File: src/rtl/rectangle80_decrypt_if.sv
// Request/response bundle for the RECTANGLE-80 decryption core.
// Ports: Start, cipherText, key (requester to core); plainText, plainReady, Busy (core to requester).
interface rectangle80_decrypt_if;
    logic        Start;
    logic [63:0] cipherText;
    logic [79:0] key;
    logic [63:0] plainText;
    logic        plainReady;
    logic        Busy;

    modport master (
        output Start,
        output cipherText,
        output key,
        input  plainText,
        input  plainReady,
        input  Busy
    );

    modport slave (
        input  Start,
        input  cipherText,
        input  key,
        output plainText,
        output plainReady,
        output Busy
    );
endinterface

File: src/rtl/rectangle80_decrypt.sv
// Iterative RECTANGLE-80 decryption: expands all round keys forward into a key file, then runs inverse rounds.
// Ports: Clk, RstN (async active-low), Enable (global advance), bus (slave side of rectangle80_decrypt_if).
module rectangle80_decrypt #(
    parameter int ROUNDS = 25
) (
    input  logic                 Clk,
    input  logic                 RstN,
    input  logic                 Enable,
    rectangle80_decrypt_if.slave bus
);

    // Nibble tables packed with entry 0 in the low nibble.
    localparam logic [63:0] SBOX = 64'h24F8_D30B_97E1_AC56;
    localparam logic [63:0] SINV = 64'hD5B2_837C_601E_AF49;
    localparam logic [4:0]  LAST = 5'(ROUNDS - 1);

    typedef enum logic [1:0] {
        IDLE,
        EXPAND,
        DECRYPT
    } fsm_t;

    fsm_t        fsm;
    logic [4:0]  cnt;
    logic [4:0]  rc;
    logic [63:0] state_q;
    logic [79:0] kreg;
    logic [63:0] kfile [ROUNDS+1];
    logic [63:0] plain_q;
    logic        ready_q;
    logic        busy_q;

    logic [79:0] step;
    logic [63:0] inv;
    logic [4:0]  rc_next;

    function automatic logic [3:0] sub(input logic [63:0] tbl,
                                       input logic [3:0]  x);
        return tbl[{x, 2'b00} +: 4];
    endfunction

    // Forward key schedule step; the S-box touches only columns 0..3
    // of rows 0..3, and row4' takes the substituted row0.
    function automatic logic [79:0] key_step(input logic [79:0] k,
                                             input logic [4:0]  c);
        logic [15:0] r [5];
        logic [15:0] o0;
        logic [15:0] o3;
        logic [3:0]  n;
        for (int i = 0; i < 5; i++) begin
            r[i] = k[16*i +: 16];
        end
        for (int j = 0; j < 4; j++) begin
            n = {r[3][j], r[2][j], r[1][j], r[0][j]};
            n = sub(SBOX, n);
            {r[3][j], r[2][j], r[1][j], r[0][j]} = n;
        end
        o0      = {r[0][7:0], r[0][15:8]} ^ r[1];
        o3      = {r[3][3:0], r[3][15:4]} ^ r[4];
        o0[4:0] = o0[4:0] ^ c;
        return {r[0], o3, r[3], r[2], o0};
    endfunction

    // InvShiftRow, InvSubColumn, then round-key addition.
    function automatic logic [63:0] inv_round(input logic [63:0] s,
                                              input logic [63:0] rk);
        logic [15:0] r [4];
        logic [3:0]  n;
        r[0] = s[15:0];
        r[1] = {s[16],  s[31:17]};
        r[2] = {s[43:32], s[47:44]};
        r[3] = {s[60:48], s[63:61]};
        for (int j = 0; j < 16; j++) begin
            n = {r[3][j], r[2][j], r[1][j], r[0][j]};
            n = sub(SINV, n);
            {r[3][j], r[2][j], r[1][j], r[0][j]} = n;
        end
        return {r[3], r[2], r[1], r[0]} ^ rk;
    endfunction

    assign step    = key_step(kreg, rc);
    assign inv     = inv_round(state_q, kfile[cnt]);
    assign rc_next = {rc[3:0], rc[4] ^ rc[2]};

    always_ff @(posedge Clk or negedge RstN) begin
        if (!RstN) begin
            fsm     <= IDLE;
            cnt     <= '0;
            rc      <= 5'h01;
            state_q <= '0;
            kreg    <= '0;
            plain_q <= '0;
            ready_q <= 1'b0;
            busy_q  <= 1'b0;
            for (int i = 0; i <= ROUNDS; i++) begin
                kfile[i] <= '0;
            end
        end else if (Enable) begin
            ready_q <= 1'b0;
            unique case (fsm)
                IDLE: begin
                    if (bus.Start) begin
                        state_q  <= bus.cipherText;
                        kreg     <= bus.key;
                        kfile[0] <= bus.key[63:0];
                        rc       <= 5'h01;
                        cnt      <= '0;
                        busy_q   <= 1'b1;
                        fsm      <= EXPAND;
                    end
                end
                EXPAND: begin
                    kreg             <= step;
                    kfile[cnt+5'd1]  <= step[63:0];
                    rc               <= rc_next;
                    // Last subkey is whitened into the state on the
                    // same edge it is written; cnt parks at the top.
                    if (cnt == LAST) begin
                        state_q <= state_q ^ step[63:0];
                        fsm     <= DECRYPT;
                    end else begin
                        cnt <= cnt + 5'd1;
                    end
                end
                DECRYPT: begin
                    state_q <= inv;
                    if (cnt == 5'd0) begin
                        plain_q <= inv;
                        ready_q <= 1'b1;
                        busy_q  <= 1'b0;
                        fsm     <= IDLE;
                    end else begin
                        cnt <= cnt - 5'd1;
                    end
                end
                default: fsm <= IDLE;
            endcase
        end
    end

    assign bus.plainText  = plain_q;
    assign bus.plainReady = ready_q;
    assign bus.Busy       = busy_q;

endmodule

File: src/flat_wrapper.sv
// flat-port wrapper written by rule: the top's interface ports become plain ports
module rectangle80_decrypt_flat 
#(
    parameter int ROUNDS = 25
)
  (Clk, RstN, Enable, bus_Start, bus_cipherText, bus_key, bus_plainText, bus_plainReady, bus_Busy);
  rectangle80_decrypt_if bus_i ();
  input  logic Clk;
  input  logic RstN;
  input  logic Enable;
  input wire logic [$bits(bus_i.Start)-1:0] bus_Start;
  input wire logic [$bits(bus_i.cipherText)-1:0] bus_cipherText;
  input wire logic [$bits(bus_i.key)-1:0] bus_key;
  output wire logic [$bits(bus_i.plainText)-1:0] bus_plainText;
  output wire logic [$bits(bus_i.plainReady)-1:0] bus_plainReady;
  output wire logic [$bits(bus_i.Busy)-1:0] bus_Busy;
  assign bus_i.Start = bus_Start;
  assign bus_i.cipherText = bus_cipherText;
  assign bus_i.key = bus_key;
  assign bus_plainText = bus_i.plainText;
  assign bus_plainReady = bus_i.plainReady;
  assign bus_Busy = bus_i.Busy;
  rectangle80_decrypt #(.ROUNDS(ROUNDS)) u_core (.Clk(Clk), .RstN(RstN), .Enable(Enable), .bus(bus_i));
endmodule
File: config.mk
export PLATFORM = sky130hd
export DESIGN_NAME = rectangle80_decrypt_flat
export DESIGN_NICKNAME = d
export VERILOG_FILES = /design/src/rtl/rectangle80_decrypt_if.sv /design/src/rtl/rectangle80_decrypt.sv /design/src/flat_wrapper.sv
export SDC_FILE = /design/constraint.sdc
export NUM_CORES = 2
export LEC_CHECK = 0
export ABC_AREA = 0
export ABC_CLOCK_PERIOD_IN_PS = 3900
export BUFFER_PORTS_ARGS = -buffer_cell sky130_fd_sc_hd__buf_2
export CORE_MARGIN = 1.5
export CORE_UTILIZATION = 50
export CTS_BUF_LIST = sky130_fd_sc_hd__clkbuf_4 sky130_fd_sc_hd__clkbuf_8 sky130_fd_sc_hd__clkbuf_16
export CTS_CLUSTER_DIAMETER = 120
export DETAILED_ROUTE_END_ITERATION = 10
export PLACE_DENSITY = 0.66
export SYNTH_ARGS = -nofsm -noshare
export SYNTH_HDL_FRONTEND = slang
export SYNTH_SLANG_ARGS = --single-unit
export TNS_END_PERCENT = 10
File: constraint.sdc
create_clock -name Clk -period 3.9 [get_ports Clk]
set_input_delay 0.78 -clock Clk [delete_from_list [all_inputs] [get_ports Clk]]
set_output_delay 0.78 -clock Clk [all_outputs]
set_load 0.01 [all_outputs]
-- Word level (Yosys, flattened, before mapping)
Index checks and enable logic that the tools add are counted.
- reductions and logical operators: 13
- order comparisons: 3
- bitwise logic cells: 8
- mux-type cells: 28
- shift-type cells: 20
- equality and inequality tests: 8
- add/subtract/negate cells: 2
- operators by type and width (cell ; count):
    bitwise mux 1664 bit ; 1
    indexed part select 64 x 7 -> 4 bit, first input constant ; 20
    two-way mux 64 bit ; 6
    binary-select mux 64 bit (select 5 bit) ; 1
    demux 64 bit (select 5 bit) ; 1
    one-hot mux 64 bit (3 select lines) ; 1
    one-hot mux 80 bit (2 select lines) ; 1
    one-hot mux 64 bit (2 select lines) ; 1
    XOR 64 bit ; 2
    two-way mux 80 bit ; 1
    XOR 16 bit ; 2
    two-way mux 5 bit ; 4
    one-hot mux 5 bit (3 select lines) ; 1
    >= comparator 6 bit, second input constant ; 2
    inverter 5 -> 6 bit ; 2
    AND reduction 4 bit ; 3
    one-hot mux 5 bit (2 select lines) ; 1
    less-than comparator 6 x 1 -> 1 bit, second input constant ; 1
    two-way mux 2 bit ; 3
    inequality test 2 bit, second input constant ; 3
    one-hot mux 2 bit (3 select lines) ; 1
    AND reduction 3 bit ; 2
    adder 5 x 1 -> 5 bit, second input constant ; 1
    equality test 5 bit, second input constant ; 1
    15 further kinds ; 20
- output and inout port bits: 66
- bits of input ports: 148
- flip-flop bits (word level): 1886
- logic and storage cells: 116

-- Logic depth before layout (Yosys ltp)
- word-level depth: 8
- mapped depth: 14
- depth with buffers taken out: 8

-- Least setup slack after synthesis
Ideal clock, no wire load.
- kind: reg-to-reg
- from: register u_core.cnt[1]
- to: register u_core.state_q[15]
- period minus slack after synthesis: 3.155 ns
- setup slack: 0.745 ns
- setup time: 0.065 ns
- arrival time: 3.090 ns
- path buffers: 4
- stages on the path, launching flop included: 13
- data required time: 3.835 ns
- path through: dfrtp_1 > buf_4 > buf_2 > buf_2 > buf_2 > inv_1 > ha_1 > and4b_1 > o2111ai_2 > nor3_1 > or4b_2 > mux2_2 > nand2_1
- cells in the longest elaborated chain, start to end: 6
- elaborated cells on any way between the ends: 9
- classes of those cells: eq/ne: 2; mux: 4; bitwise: 2; reduce/logical: 1
- RTL lines (item ; line ; source):
    start, declared ; rectangle80_decrypt.sv:24 ; logic [4:0] cnt;
    start signal, assigned ; rectangle80_decrypt.sv:122 ; cnt <= cnt + 5'd1;
    start signal, assigned ; rectangle80_decrypt.sv:133 ; cnt <= cnt - 5'd1;
    inverter 5 -> 6 bit (implied by the code) ; rectangle80_decrypt.sv:82 ; assign inv = inv_round(state_q, kfile[cnt]);
    binary-select mux 64 bit (select 5 bit) ; rectangle80_decrypt.sv:82 ;
    two-way mux 64 bit (implied by the code) (2 in series) ; rectangle80_decrypt.sv:82 ;
    XOR 64 bit ; rectangle80_decrypt.sv:78 ; return {r[3], r[2], r[1], r[0]} ^ rk;
    one-hot mux 64 bit (3 select lines) ; rectangle80_decrypt.sv:100 ; unique case (fsm)
    end signal, assigned ; rectangle80_decrypt.sv:103 ; state_q <= bus.cipherText;
    end signal, assigned ; rectangle80_decrypt.sv:119 ; state_q <= state_q ^ step[63:0];
    end signal, assigned ; rectangle80_decrypt.sv:126 ; state_q <= inv;
    end, declared ; rectangle80_decrypt.sv:26 ; logic [63:0] state_q;
Several ways; a longest one is shown, not always the timed one. The select of a mux whose other input is x is not followed.
A chain may end at the register's enable or synchronous reset.

-- Final worst setup path
- from: register u_core.cnt[2]
- to: register u_core.state_q[61]
Same word-level chain as after synthesis.

==> out/metrics.csv <==
metric,value,unit
status,"finished, final reports clean",
CTS H-tree lvls,4,
setup TNS,0,ns
initial antenna violation count,17,
Seq cells post-synth,1886,
Tot GR Track Use,32.8,%
clk_lat worst skew,0.86,ns
adder-cell area share of the yosys netlist,0.835,%
Inst Count DP,10400,
Post-synth EDFFs,0,
VDD IR max,0.822,mV
area of the mapped netlist,88400,µm²
RSZ-0062 raised after global routing,false,
Critical Path Fanout Max,23,
hold crit path type,input port to flop,
Worst setup EP type,flop,
Int Power,47.6,mW
mux contribution to synthesized area,15.4,%
relative slew slack,10.6,%
CTS Buf Count,188,
async set-reset flop share out of synthesis,100,%
via count,67600,
Syn Inst Count,8327,
wire length per cell,27.4,µm
Nets,8455,
"area leader, netlist",dfrtp_1,
initial DRC count,8037,
layout cells sized above 1,19.0,%
Seq pwr share,33.1,%
Post-Layout Cell Count,10700,
first-pass GRT wire length,437000,µm
Area contributors post-synth,"dfrtp_1 53%, mux4_2 8.1%, o21ai_0 7.4%",
P_sw,37.4,mW
drc violations,0,
CP startpoint kind,flop,
Starting Density,50.2,%
antenna-violating nets left,0,
largest family of logic cells by synthesized area,multiplexers,
Via density,6.29,
Clk pwr share,21.9,%
WP data arrival,4.13,ns
Final Hold Fails,0,
period utilisation layout,86.8,%
"Power, Total",85.0,mW
register area share after synthesis,53.4,%
vias in the first global route,65200,
area grow syn2layout,12.5,%
Synth Warn #,0,
Final min period,3.38,ns
die width,423,µm
worst slew pin tran,1.34,ns
number of max-cap violations,0,
share of the synthesized area in the top cell type,53.4,%
ys flop type,dfrtp_1,
Worst-path clk slew,0.06,ns
largest net degree at the start of global routing,146,
DP Wirelength,191000,µm
most frequent cell after synthesis,dfrtp_1,
Final Core Density,56.6,%
final clock skew,0.0450,ns
"Avg Cell Area, Syn",10.6,µm²
worst hold slack,0.198,ns
PwrDens,854,nW/µm²
CTS tree,done,
postcts setup bufs,0,
number of placed I/O pins,214,
clk buf depth,3,
Post-Synth XOR/XNOR Area,1.70,%
CORE AREA,176000,µm²
final setup violating endpoints,0,
Synth Area in Compound Gates,14.7,%
Syn Nets,8534,
gp weighted congestion,0.941,
Synth Area in Simple Gates,9.49,%
"top cells by count, synth","1885 x dfrtp_1, 1314 x o21ai_0, 1253 x nand2_1",
Fmax,295,MHz
WS Path Type,flop to flop,
number of port buffers,213,
Leak,44.4,nW
DRT Wirelength,295000,µm
synth unique cells,76,
"Slew Viols, Final",0,
clock root buffer,clkbuf_16,
row count,154,
TritonCTS sink count,1886,
die height,423,µm
combinational share of power,45.0,%
Overflow after GRT,0,
switching share of power,44.0,%
WP data required,4.65,ns
Die Area,179000,µm²
DRT Pass-1 Iters,6,
[final timing paths]
path                                                   endpoint  slack (ns)  cells past startpoint                                 start
max in group asynchronous        u_core.kfile[1317]$_DFFE_PN0P_        1.95                      3                                  RstN
min in group asynchronous  u_core.bus.plainText[19]$_DFFE_PN0P_        0.46                      2                                  RstN
max                              u_core.state_q[61]$_DFFE_PN0P_        0.52                      7             u_core.cnt[2]$_DFFE_PN0P_
max reg2reg                      u_core.state_q[61]$_DFFE_PN0P_        0.52                      7             u_core.cnt[2]$_DFFE_PN0P_
min reg2reg                u_core.bus.plainText[35]$_DFFE_PN0P_        0.47                      2  u_core.bus.plainText[35]$_DFFE_PN0P_
min                               u_core.state_q[8]$_DFFE_PN0P_        0.20                      3                     bus_cipherText[8]
[placed cells by master (no fill, tap or decap), types with 11 or more instances in the layout]
master,instances
a211oi_1,22
a21o_1,17
a21oi_1,499
a221oi_1,22
a22oi_1,69
a2bb2oi_1,12
a31oi_1,78
buf_12,100
buf_2,212
buf_4,206
clkbuf_16,192
clkbuf_4,51
clkbuf_8,48
clkinv_2,31
dfrtp_1,1881
ha_1,56
inv_1,117
mux2_2,311
mux2i_1,293
mux4_2,319
nand2_1,1244
nand2b_1,33
nand3_1,36
nand3b_1,11
nor2_1,463
nor2b_1,19
nor3_1,93
nor4_1,19
nor4b_1,13
o211ai_1,12
o21ai_0,1314
o22a_1,34
o22ai_1,156
o31ai_1,13
o32ai_1,27
or3_1,29
xnor2_1,78
xnor2_2,26
xor2_1,42
[registers in the layout, indices dropped and copies added, names as in the netlist]
register	flops
u_core.bus.Busy	1
u_core.bus.plainReady	1
u_core.bus.plainText	64
u_core.cnt	5
u_core.fsm	2
u_core.kfile	1664
u_core.kreg	80
u_core.rc	5
u_core.state_q	64
[power groups by stage]
stage / Sequential (mW) / Clock [mW] / Combinational (mW)
after floorplan: 25.9 / 0 / 23.1
after CTS: 27.8 / 18.8 / 37.3
after global placement: 27.9 / 0 / 36.6
final: 28.1 / 18.6 / 38.3
after global routing: 28.4 / 19.5 / 40.3
after detailed placement: 28.2 / 0 / 37.1
[layer usage]
metal	share of wire (%)	track usage, %
met5	0.023	0
met4	4.8	14.5
met3	10	7.60
met2	44	48.9
met1	41	45.9
[what timing repair did]
item	4_1_cts	5_1_grt
hold endpoints to repair	52	0
endpoints found under the setup margin	0	0
gates resized for setup	0	0
hold buffers	1	0
[cells by family (layout without fill, tap and decap cells)]
kind of cell | Yosys count | in the layout
adders and majority gates | 59 | 59
other | 0 | 7
AOI/OAI and AO/OA | 2351 | 2351
muxes | 924 | 924
DFF | 1886 | 1886
and+or+nand+nor | 2039 | 2039
xor gates and xnor gates | 159 | 159
buffers and inverters | 909 | 982
[through the flow]
step,setup slack (ns),cell area [µm²]
after CTS,0.658,99500
after global placement,0.708,93100
final,0.516,99500
after floorplan,0.745,88400
after detailed placement,0.653,93100
after global routing,0.439,99500
[final cells by class]
| cell class | count | area (µm²) |
|---|---|---|
| clock buffer | 291 | 5850 |
| clock inverter | 51 | 527 |
| inverter | 121 | 454 |
| multi-input combinational | 5532 | 37900 |
| antenna | 7 | 17.5 |
| fill | 14600 | 76400 |
| sequential | 1886 | 47200 |
| timing repair buffer | 519 | 4620 |
| tap | 2340 | 2930 |
[worst max-delay path, cell delays in order, from the launching register on]
cell and delay, ns:
dfrtp_1 0.91, nor2b_4 0.63, buf_4 0.34, a22oi_1 0.15, a31oi_1 0.66, o21bai_1 0.17, nor3b_1 0.18, o31a_1 0.24
(Power assumes the default switching activity.)
